**src/rtl/uart_rx_ctrl.sv**
```systemverilog
// uart_rx_ctrl: receive-side control for the UART receiver.
// Detects the start bit on a synchronized serial line, generates the
// mid-bit shift strobes for the 9-bit shift register and checks the stop bit.
// Optional feature: define UART_RX_START_CHECK_EN to re-sample the line in
// the middle of the start bit and reject short glitches.
`timescale 1ns/1ps

module uart_rx_ctrl #(
  parameter int CLKS_PER_BIT = 10
) (
  input  logic clk,
  input  logic n_rst,
  input  logic serial_in,
  input  logic stop_bit,
  output logic shift_strobe,
  output logic load_buffer,
  output logic framing_error,
  output logic rx_busy
);

  localparam int HALF  = CLKS_PER_BIT / 2;
  localparam int TMR_W = $clog2(CLKS_PER_BIT + HALF + 1);
  // First strobe lands half a bit past the first full bit after detection.
  localparam logic [TMR_W-1:0] FIRST_T = TMR_W'(CLKS_PER_BIT + HALF - 1);
  localparam logic [TMR_W-1:0] BIT_T   = TMR_W'(CLKS_PER_BIT - 1);
`ifdef UART_RX_START_CHECK_EN
  localparam logic [TMR_W-1:0] HALF_T  = TMR_W'(HALF - 1);
`endif

  typedef enum logic [1:0] {
    IDLE      = 2'd0,
    RECV      = 2'd1,
    STOP_CHK  = 2'd2,
    START_CHK = 2'd3
  } state_t;

  state_t           state, state_n;
  logic [TMR_W-1:0] timer, timer_n;
  logic [3:0]       bit_cnt, bit_cnt_n;
  logic             fe_q, fe_n;
  logic             sync1, sync2, sync_prev;
  logic             start_det;
  logic             strobe, load, glitch;

  // Two-flop synchronizer plus edge history; the history is frozen during
  // STOP_CHK so a start edge landing there is still seen on the first IDLE cycle.
  always_ff @(posedge clk or negedge n_rst) begin
    if (!n_rst) begin
      sync1     <= 1'b1;
      sync2     <= 1'b1;
      sync_prev <= 1'b1;
    end else begin
      sync1 <= serial_in;
      sync2 <= sync1;
      if (state != STOP_CHK) sync_prev <= sync2;
    end
  end

  assign start_det = (state == IDLE) && sync_prev && !sync2;

  // State, bit timer, bit counter and sticky framing error register.
  always_ff @(posedge clk or negedge n_rst) begin
    if (!n_rst) begin
      state   <= IDLE;
      timer   <= '0;
      bit_cnt <= '0;
      fe_q    <= 1'b0;
    end else begin
      state   <= state_n;
      timer   <= timer_n;
      bit_cnt <= bit_cnt_n;
      fe_q    <= fe_n;
    end
  end

  // Next-state logic, strobe schedule and stop-bit evaluation.
  always_comb begin
    state_n   = state;
    timer_n   = timer;
    bit_cnt_n = bit_cnt;
    fe_n      = fe_q;
    strobe    = 1'b0;
    load      = 1'b0;
    glitch    = 1'b0;
    case (state)
      IDLE: begin
        timer_n   = '0;
        bit_cnt_n = '0;
        if (start_det) begin
          fe_n = 1'b0;
`ifdef UART_RX_START_CHECK_EN
          state_n = START_CHK;
`else
          state_n = RECV;
`endif
        end
      end
`ifdef UART_RX_START_CHECK_EN
      START_CHK: begin
        // Timer keeps running into RECV so the strobe schedule is unchanged.
        timer_n = timer + TMR_W'(1);
        if (timer == HALF_T) begin
          if (sync2) begin
            glitch  = 1'b1;
            state_n = IDLE;
            timer_n = '0;
          end else begin
            state_n = RECV;
          end
        end
      end
`endif
      RECV: begin
        if (timer == ((bit_cnt == 4'd0) ? FIRST_T : BIT_T)) begin
          strobe    = 1'b1;
          timer_n   = '0;
          bit_cnt_n = bit_cnt + 4'd1;
          if (bit_cnt == 4'd8) state_n = STOP_CHK;
        end else begin
          timer_n = timer + TMR_W'(1);
        end
      end
      STOP_CHK: begin
        if (stop_bit) load = 1'b1;
        else          fe_n = 1'b1;
        state_n   = IDLE;
        timer_n   = '0;
        bit_cnt_n = '0;
      end
      default: begin
        state_n   = IDLE;
        timer_n   = '0;
        bit_cnt_n = '0;
      end
    endcase
  end

  assign shift_strobe  = strobe;
  assign load_buffer   = load;
  // Error is visible in the STOP_CHK cycle itself and drops in the detect cycle.
  assign framing_error = (fe_q && !start_det) || ((state == STOP_CHK) && !stop_bit);
  assign rx_busy       = (state != IDLE) && !glitch;

endmodule

```
**config.mk**
```make
export PLATFORM = sky130hd
export DESIGN_NAME = uart_rx_ctrl
export DESIGN_NICKNAME = d
export VERILOG_FILES = /design/src/rtl/uart_rx_ctrl.sv
export SDC_FILE = /design/constraint.sdc
export NUM_CORES = 1
export LEC_CHECK = 0
export BUFFER_PORTS_ARGS = -buffer_cell sky130_fd_sc_hd__buf_2
export CAP_MARGIN = 40
export CORE_AREA = 4 4 41 43
export DETAILED_ROUTE_END_ITERATION = 12
export DIE_AREA = 0 0 45 47
export GPL_TIMING_DRIVEN = 1
export PLACE_DENSITY_LB_ADDON = 0.12
export SETUP_SLACK_MARGIN = 0.3
export SYNTH_ARGS = -nofsm -noshare
export SYNTH_HDL_FRONTEND = slang
export SYNTH_SLANG_ARGS = --single-unit
```
**constraint.sdc**
```tcl
create_clock -name clk -period 4.8 [get_ports clk]
set_clock_uncertainty 0.15 [all_clocks]
set_input_delay 0.48 -clock clk [delete_from_list [all_inputs] [get_ports clk]]
set_output_delay 0.48 -clock clk [all_outputs]
set_load 0.01 [all_outputs]
```
==> results of run 1 <==
kinds of logic (layout without fill, tap and decap cells):
| logic type | after synthesis | count (layout) | share of synthesized area |
|---|---|---|---|
| xor+xnor | 1 | 1 | 0.0125 |
| simple gates | 30 | 30 | 0.238 |
| compound gates | 12 | 12 | 0.0893 |
| mux | 3 | 3 | 0.0518 |
| fa+ha+maj | 3 | 3 | 0.0536 |
| buf+inv | 9 | 19 | 0.0500 |
| flops | 14 | 14 | 0.505 |
cell type report:
type                            count  area (µm²)  area share
Inverter                            7        26.3      0.0332
Tap cell                           15        18.8      0.0237
Clock buffer                        4        36.3      0.0458
Multi-Input combinational cell     49         312       0.393
Timing Repair Buffer                8        45.0      0.0569
Sequential cell                    14         354       0.447
sequential cells by signal (all words and copies together), names as in the netlist:
name       count
bit_cnt        4
fe_q           1
state          2
sync1          1
sync2          1
sync_prev      1
timer          4
worst max-delay path, stage by stage (launching register included):
cell and delay (ps):
dfrtp_1 420, inv_1 80, ha_1 150, or3b_1 440, mux2_4 370, nor2_1 90, buf_2 140
layer usage:
layer / part of all wire / vias to the layer above / track usage
met1: 0.48 / 246 / 0.174
met3: 0.070 / 6 / 0.0383
met5: 0 / - / 0
met4: 0.031 / 0 / 0.0936
met2: 0.42 / 17 / 0.203
li1: - / 266 / -
final timing paths:
kind / cells past startpoint / to / slack [ps] / from
setup / recovery: 6 / shift_strobe / 2200 / bit_cnt[0]
hold / removal: 1 / sync1 / 150 / serial_in
setup reg to reg: 6 / bit_cnt[3] / 2620 / bit_cnt[0]
hold reg to reg: 0 / sync2 / 210 / sync1
max in group asynchronous: 2 / sync1 / 3740 / n_rst
min in group asynchronous: 2 / bit_cnt[3] / 470 / n_rst
cell usage in the layout (no fill, tap or decap), types with 2 or more instances in the layout:
cell,synthesis,routed
a21oi_1,5,5
buf_2,1,7
clkbuf_4,0,3
dfrtp_1,11,11
dfstp_2,3,3
ha_1,3,3
inv_1,7,7
nand2_1,5,5
nand2b_1,2,2
nor2_1,7,7
nor2b_1,2,2
nor3_1,4,4
o21ai_0,6,6
or3_1,2,2
power by group:
part           total, mW  internal [mW]  switching, mW  leakage, nW
clock network     0.0840         0.0461         0.0379       0.0210
logic              0.119         0.0614         0.0576        0.197
registers          0.183          0.149         0.0332        0.167
repair_timing:
| item | in CTS | in global routing |
|---|---|---|
| hold buffers | 1 | 0 |
| endpoints found under the hold margin | 11 | 0 |
| setup endpoints to repair | 0 | 0 |
metrics by stage:
step	hold slack [ps]	worst slack (ps)	instance area [µm²]
3_5_place_dp	202	2510	746
6_report	146	2200	792
3_3_place_gp	196	2540	746
2_1_floorplan	34.4	2600	701
4_1_cts	139	2190	792
5_1_grt	127	2090	792
==> results by group, run 1 <==
Status
  • Status: finished clean

Cells and area
  • Fin cells: 97
  • Fin nets: 90
  • Layout cell share with drive strength beyond 1: 0.207
  • Antenna cell count: 0
  • Layout Utilization: 0.609
  • FILL cells: 115
  • Area grow syn2layout: 13.0%

Critical path
  • Crit Path Class: reg2out
  • CP arrival: 1970 ps
  • Crit-path max FO: 7
  • CP endpoint kind: primary output
  • CP Data Required Time: 4170 ps
  • Crit path launch type: flip-flop

Yosys
  • Cell with the most instances after synthesis: dfrtp_1
  • FF+latch count, synth: 14
  • Post-Syn Area: 701 µm²
  • Synth unique cells: 27
  • Synth area leaders: dfrtp_1 39%, dfstp_2 11%, ha_1 5.4%, o21ai_0 4.3%, inv_1 3.8%
  • Cell count after synthesis: 72
  • Ys flop type: dfrtp_1
  • EDFF count, synth: 0
  • Synth top cells by count: 11 x dfrtp_1, 7 x inv_1, 7 x nor2_1, 6 x o21ai_0
  • Mean post-synth cell area: 9.73 µm²
  • Sequential share of the synthesized area: 0.505
  • Net count after synthesis: 79
  • Synth area leader: dfrtp_1
  • Synth top area share: 0.393
  • Synth warn: 0
  • Async SR Flop Fraction: 1.00

Floorplan
  • Cell Rows: 13
  • Area of the core: 1300 µm²
  • Die H: 47 µm
  • Initial core utilization: 0.538
  • Die area: 2120 µm²
  • I/O pins: 8
  • Die X: 45 µm

Worst hold path
  • Worst hold path type: in2reg

Clocking
  • Post-CTS Resized: 0
  • Clk slew on worst S/H paths: 90 ps
  • Post-CTS setup buffers: 0
  • Root Buffer: clkbuf_4
  • Clk sink count: 14
  • Clock buffer depth: 2
  • Total CTS buffers: 3
  • CTS tree: built
  • Clock insertion delay at the later pin of the skew report: 280 ps
  • Total number of H-tree levels: 1

Pwr
  • Peak VDD IR: 0.307 mV
  • PD cells: 487 nW/µm²
  • Total Power: 0.386 mW
  • Static Leak: 0.385 nW

Place
  • Post-DP HPWL: 840 µm
  • Placed Instances: 92
  • GPL Wtd Cong: 0.750
  • IO Port Bufs: 7

Route
  • WL final: 1160 µm
  • Vias: 535
  • DRC violations left: 0
  • Initial detailed-routing violation count: 4
  • Drt pass-1 iters: 4
  • Final ANT Viol Nets: 0
  • Drt via density: 5.52
  • Routed len/inst: 11.9 µm

GRT
  • Initial antenna violation count: 0
  • Vias in the first global route: 500
  • Largest net degree at the start of global routing: 15
  • First-pass GRT wire length: 2080 µm
  • Total congestion overflow: 0
  • Total track usage: 0.137

STA
  • Worst-Margin Slew: 373 ps
  • Peak Freq: 385 MHz
  • Min cycle time layout: 2600 ps
  • Final Slew Violations: 0
  • Period utilization: 0.541
  • Finish-stage setup viols: 0
  • Fin. Hold Viols: 0
  • Total negative slack: 0 ps
  • Relative slew slack: 0.744
  • RSZ-0062 raised after global routing: no

Run
  • Max-cap violation count: 0
Power figures use the tool's default switching activity.
==> run 2: changes to the inputs <==
Settings changed: CORE_AREA 4 4 41 43 to unset, CORE_MARGIN set to 4, CORE_UTILIZATION set to 54, DIE_AREA 0 0 45 47 to unset.
Clock period 4.8 ns to 2.6 ns, I/O delays scaled along.
==> run 2 against run 1 <==
Critical path depth stayed put. Sequential share of layout area is 2.3 points lower. Worst hold slack better by 64 ps. Combinational power is 140% higher. Die area is 8.4% lower. First-iteration DRC count is 100% higher. Setup slack worse by 1800 ps. Largest cell class unchanged. Largest power group unchanged.
==> results by group, run 2 (synthesized netlist as in run 1, its figures left out) <==
Critical path
  • Crit path launch type: flip-flop
  • CP endpoint kind: primary output
  • Worst reg2reg path startpoint: bit_cnt[1]
  • Worst reg2reg endpoint: bit_cnt[3]
  • Buf/Inv on CP: 2
  • Worst reg2reg setup slack: 410 ps
  • Crit-path max FO: 3
  • Crit Path Class: reg2out
  • CP max stage delay: 400 ps
  • CP Data Required Time: 2190 ps
  • CP delay by family, top: simple AND/OR/NAND/NOR gates
  • CP max-delay cell: dfrtp_1
  • Worst Setup SP: bit_cnt[1]
  • CP Capture Point: shift_strobe
  • Worst path cell trace: inv_1, ha_1, or3b_4, mux2_4, nor2_2, buf_2
  • R2R depth: 7
  • Worst path depth: 6
  • CP arrival: 1810 ps

Clocking
  • CTS tree: built
  • Total CTS buffers: 3
  • Clock buffer depth: 2
  • Clk slew on worst S/H paths: 90 ps
  • Total number of H-tree levels: 1
  • Root Buffer: clkbuf_4
  • Clock insertion delay at the later pin of the skew report: 280 ps
  • Clk sink count: 14

GRT
  • Total track usage: 0.153
  • Initial antenna violation count: 0
  • First-pass GRT wire length: 2180 µm
  • Total congestion overflow: 0
  • Vias in the first global route: 499
  • Largest net degree at the start of global routing: 15

STA
  • RSZ-0062 raised after global routing: no
  • Relative slew slack: 0.717
  • Final Slew Violations: 0
  • Fin. Hold Viols: 0
  • Peak Freq: 451 MHz
  • Finish-stage setup viols: 0
  • Worst-Margin Slew: 425 ps
  • Total negative slack: 0 ps
  • Min cycle time layout: 2220 ps
  • Period utilization: 0.853

Route
  • Drt pass-1 iters: 2
  • DRC violations left: 0
  • Routed len/inst: 12.8 µm
  • Initial detailed-routing violation count: 8
  • Vias: 529
  • WL final: 1290 µm
  • Drt via density: 5.24
  • Final ANT Viol Nets: 0

Floorplan
  • Area of the core: 1170 µm²
  • Initial core utilization: 0.598
  • Die area: 1940 µm²
  • I/O pins: 8
  • Die H: 44.0 µm
  • Cell Rows: 12
  • Die X: 44.0 µm

Pwr
  • Power share of the clock group: 0.203
  • Sw Ratio: 0.334
  • Pint: 0.517 mW
  • PD cells: 929 nW/µm²
  • Static Leak: 0.407 nW
  • Comb pwr share: 0.367
  • Switching power: 0.259 mW
  • Peak VDD IR: 0.620 mV
  • Seq pwr share: 0.430

Run
  • Max-cap violation count: 0

Cells and area
  • Biggest regs: bit_cnt x4, timer x4, state x2
  • Area grow syn2layout: 19.3%
  • Final instance area: 836 µm²
  • Most frequent cells in the layout: 11 x dfrtp_1, 7 x buf_2, 6 x inv_1, 6 x o21ai_0, 6 x nor2_1
  • FILL cells: 97
  • Layout cell share with drive strength beyond 1: 0.276
  • Fin nets: 95
  • Most common cell after layout, fill and taps aside: dfrtp_1
  • Antenna cell count: 0

Worst hold path
  • Worst hold path type: reg2reg

Place
  • Post-DP HPWL: 848 µm
  • IO Port Bufs: 7
  • DP Area: 744 µm²
  • GPL Wtd Cong: 0.778

Status
  • Status: finished clean
-- run 2: changes by cell type in the layout (fill, tap and decap cells not counted), sizes merged --
| cell | before | now |
|---|---|---|
| buf | 7 | 11 |
| dlygate4sd3 | 1 | 2 |
-- run 2: layout make-up --
| type | count | area [µm²] | area share |
|---|---|---|---|
| Inverter | 7 | 26.3 | 0.0314 |
| Multi-Input combinational cell | 49 | 317 | 0.379 |
| Timing Repair Buffer | 13 | 85.1 | 0.102 |
| Clock buffer | 4 | 36.3 | 0.0434 |
| Sequential cell | 14 | 354 | 0.424 |
| Tap cell | 14 | 17.5 | 0.0210 |
-- run 2: stage by stage --
step / power, mW / setup slack, ps / hold WS, ps / std cells / util
5_1_grt: 0.838 / 293 / 217 / 101 / 0.714
2_1_floorplan: 0.518 / 510 / -186 / 72 / -
4_1_cts: 0.745 / 303 / 211 / 98 / 0.692
6_report: 0.776 / 382 / 210 / 101 / 0.714
3_3_place_gp: 0.554 / 495 / 18.0 / 91 / 0.636
3_5_place_dp: 0.562 / 435 / 16.9 / 91 / 0.636
-- run 2: how the worst min path moves through the flow --
stage	startpoint	cells past startpoint	endpoint
after floorplan	n_rst	0	bit_cnt[0]
after CTS	sync1	0	sync2
after detailed placement	n_rst	1	fe_q
after global placement	n_rst	1	timer[3]
after global routing	sync1	0	sync2
final	sync1	0	sync2
-- run 2: power groups by stage --
| stage | combinational (mW) | sequential (mW) | clock (mW) |
|---|---|---|---|
| after floorplan | 0.193 | 0.325 | 0 |
| after global placement | 0.217 | 0.338 | 0 |
| after detailed placement | 0.222 | 0.340 | 0 |
| after CTS | 0.254 | 0.333 | 0.159 |
| after global routing | 0.326 | 0.345 | 0.167 |
| final | 0.285 | 0.334 | 0.158 |
-- run 2: what timing repair did --
action                                  CTS  global route
endpoints found under the setup margin    1             1
buffers inserted                          1             3
hold endpoints to repair                 15             0
hold buffers                              2             0
gates resized for setup                   1             2
-- run 2: routing by layer --
layer  routed length [µm]  global-route usage
met5                    0                   0
met4                   27              0.0723
met3                   52              0.0244
met2                  624               0.253
met1                  587               0.193
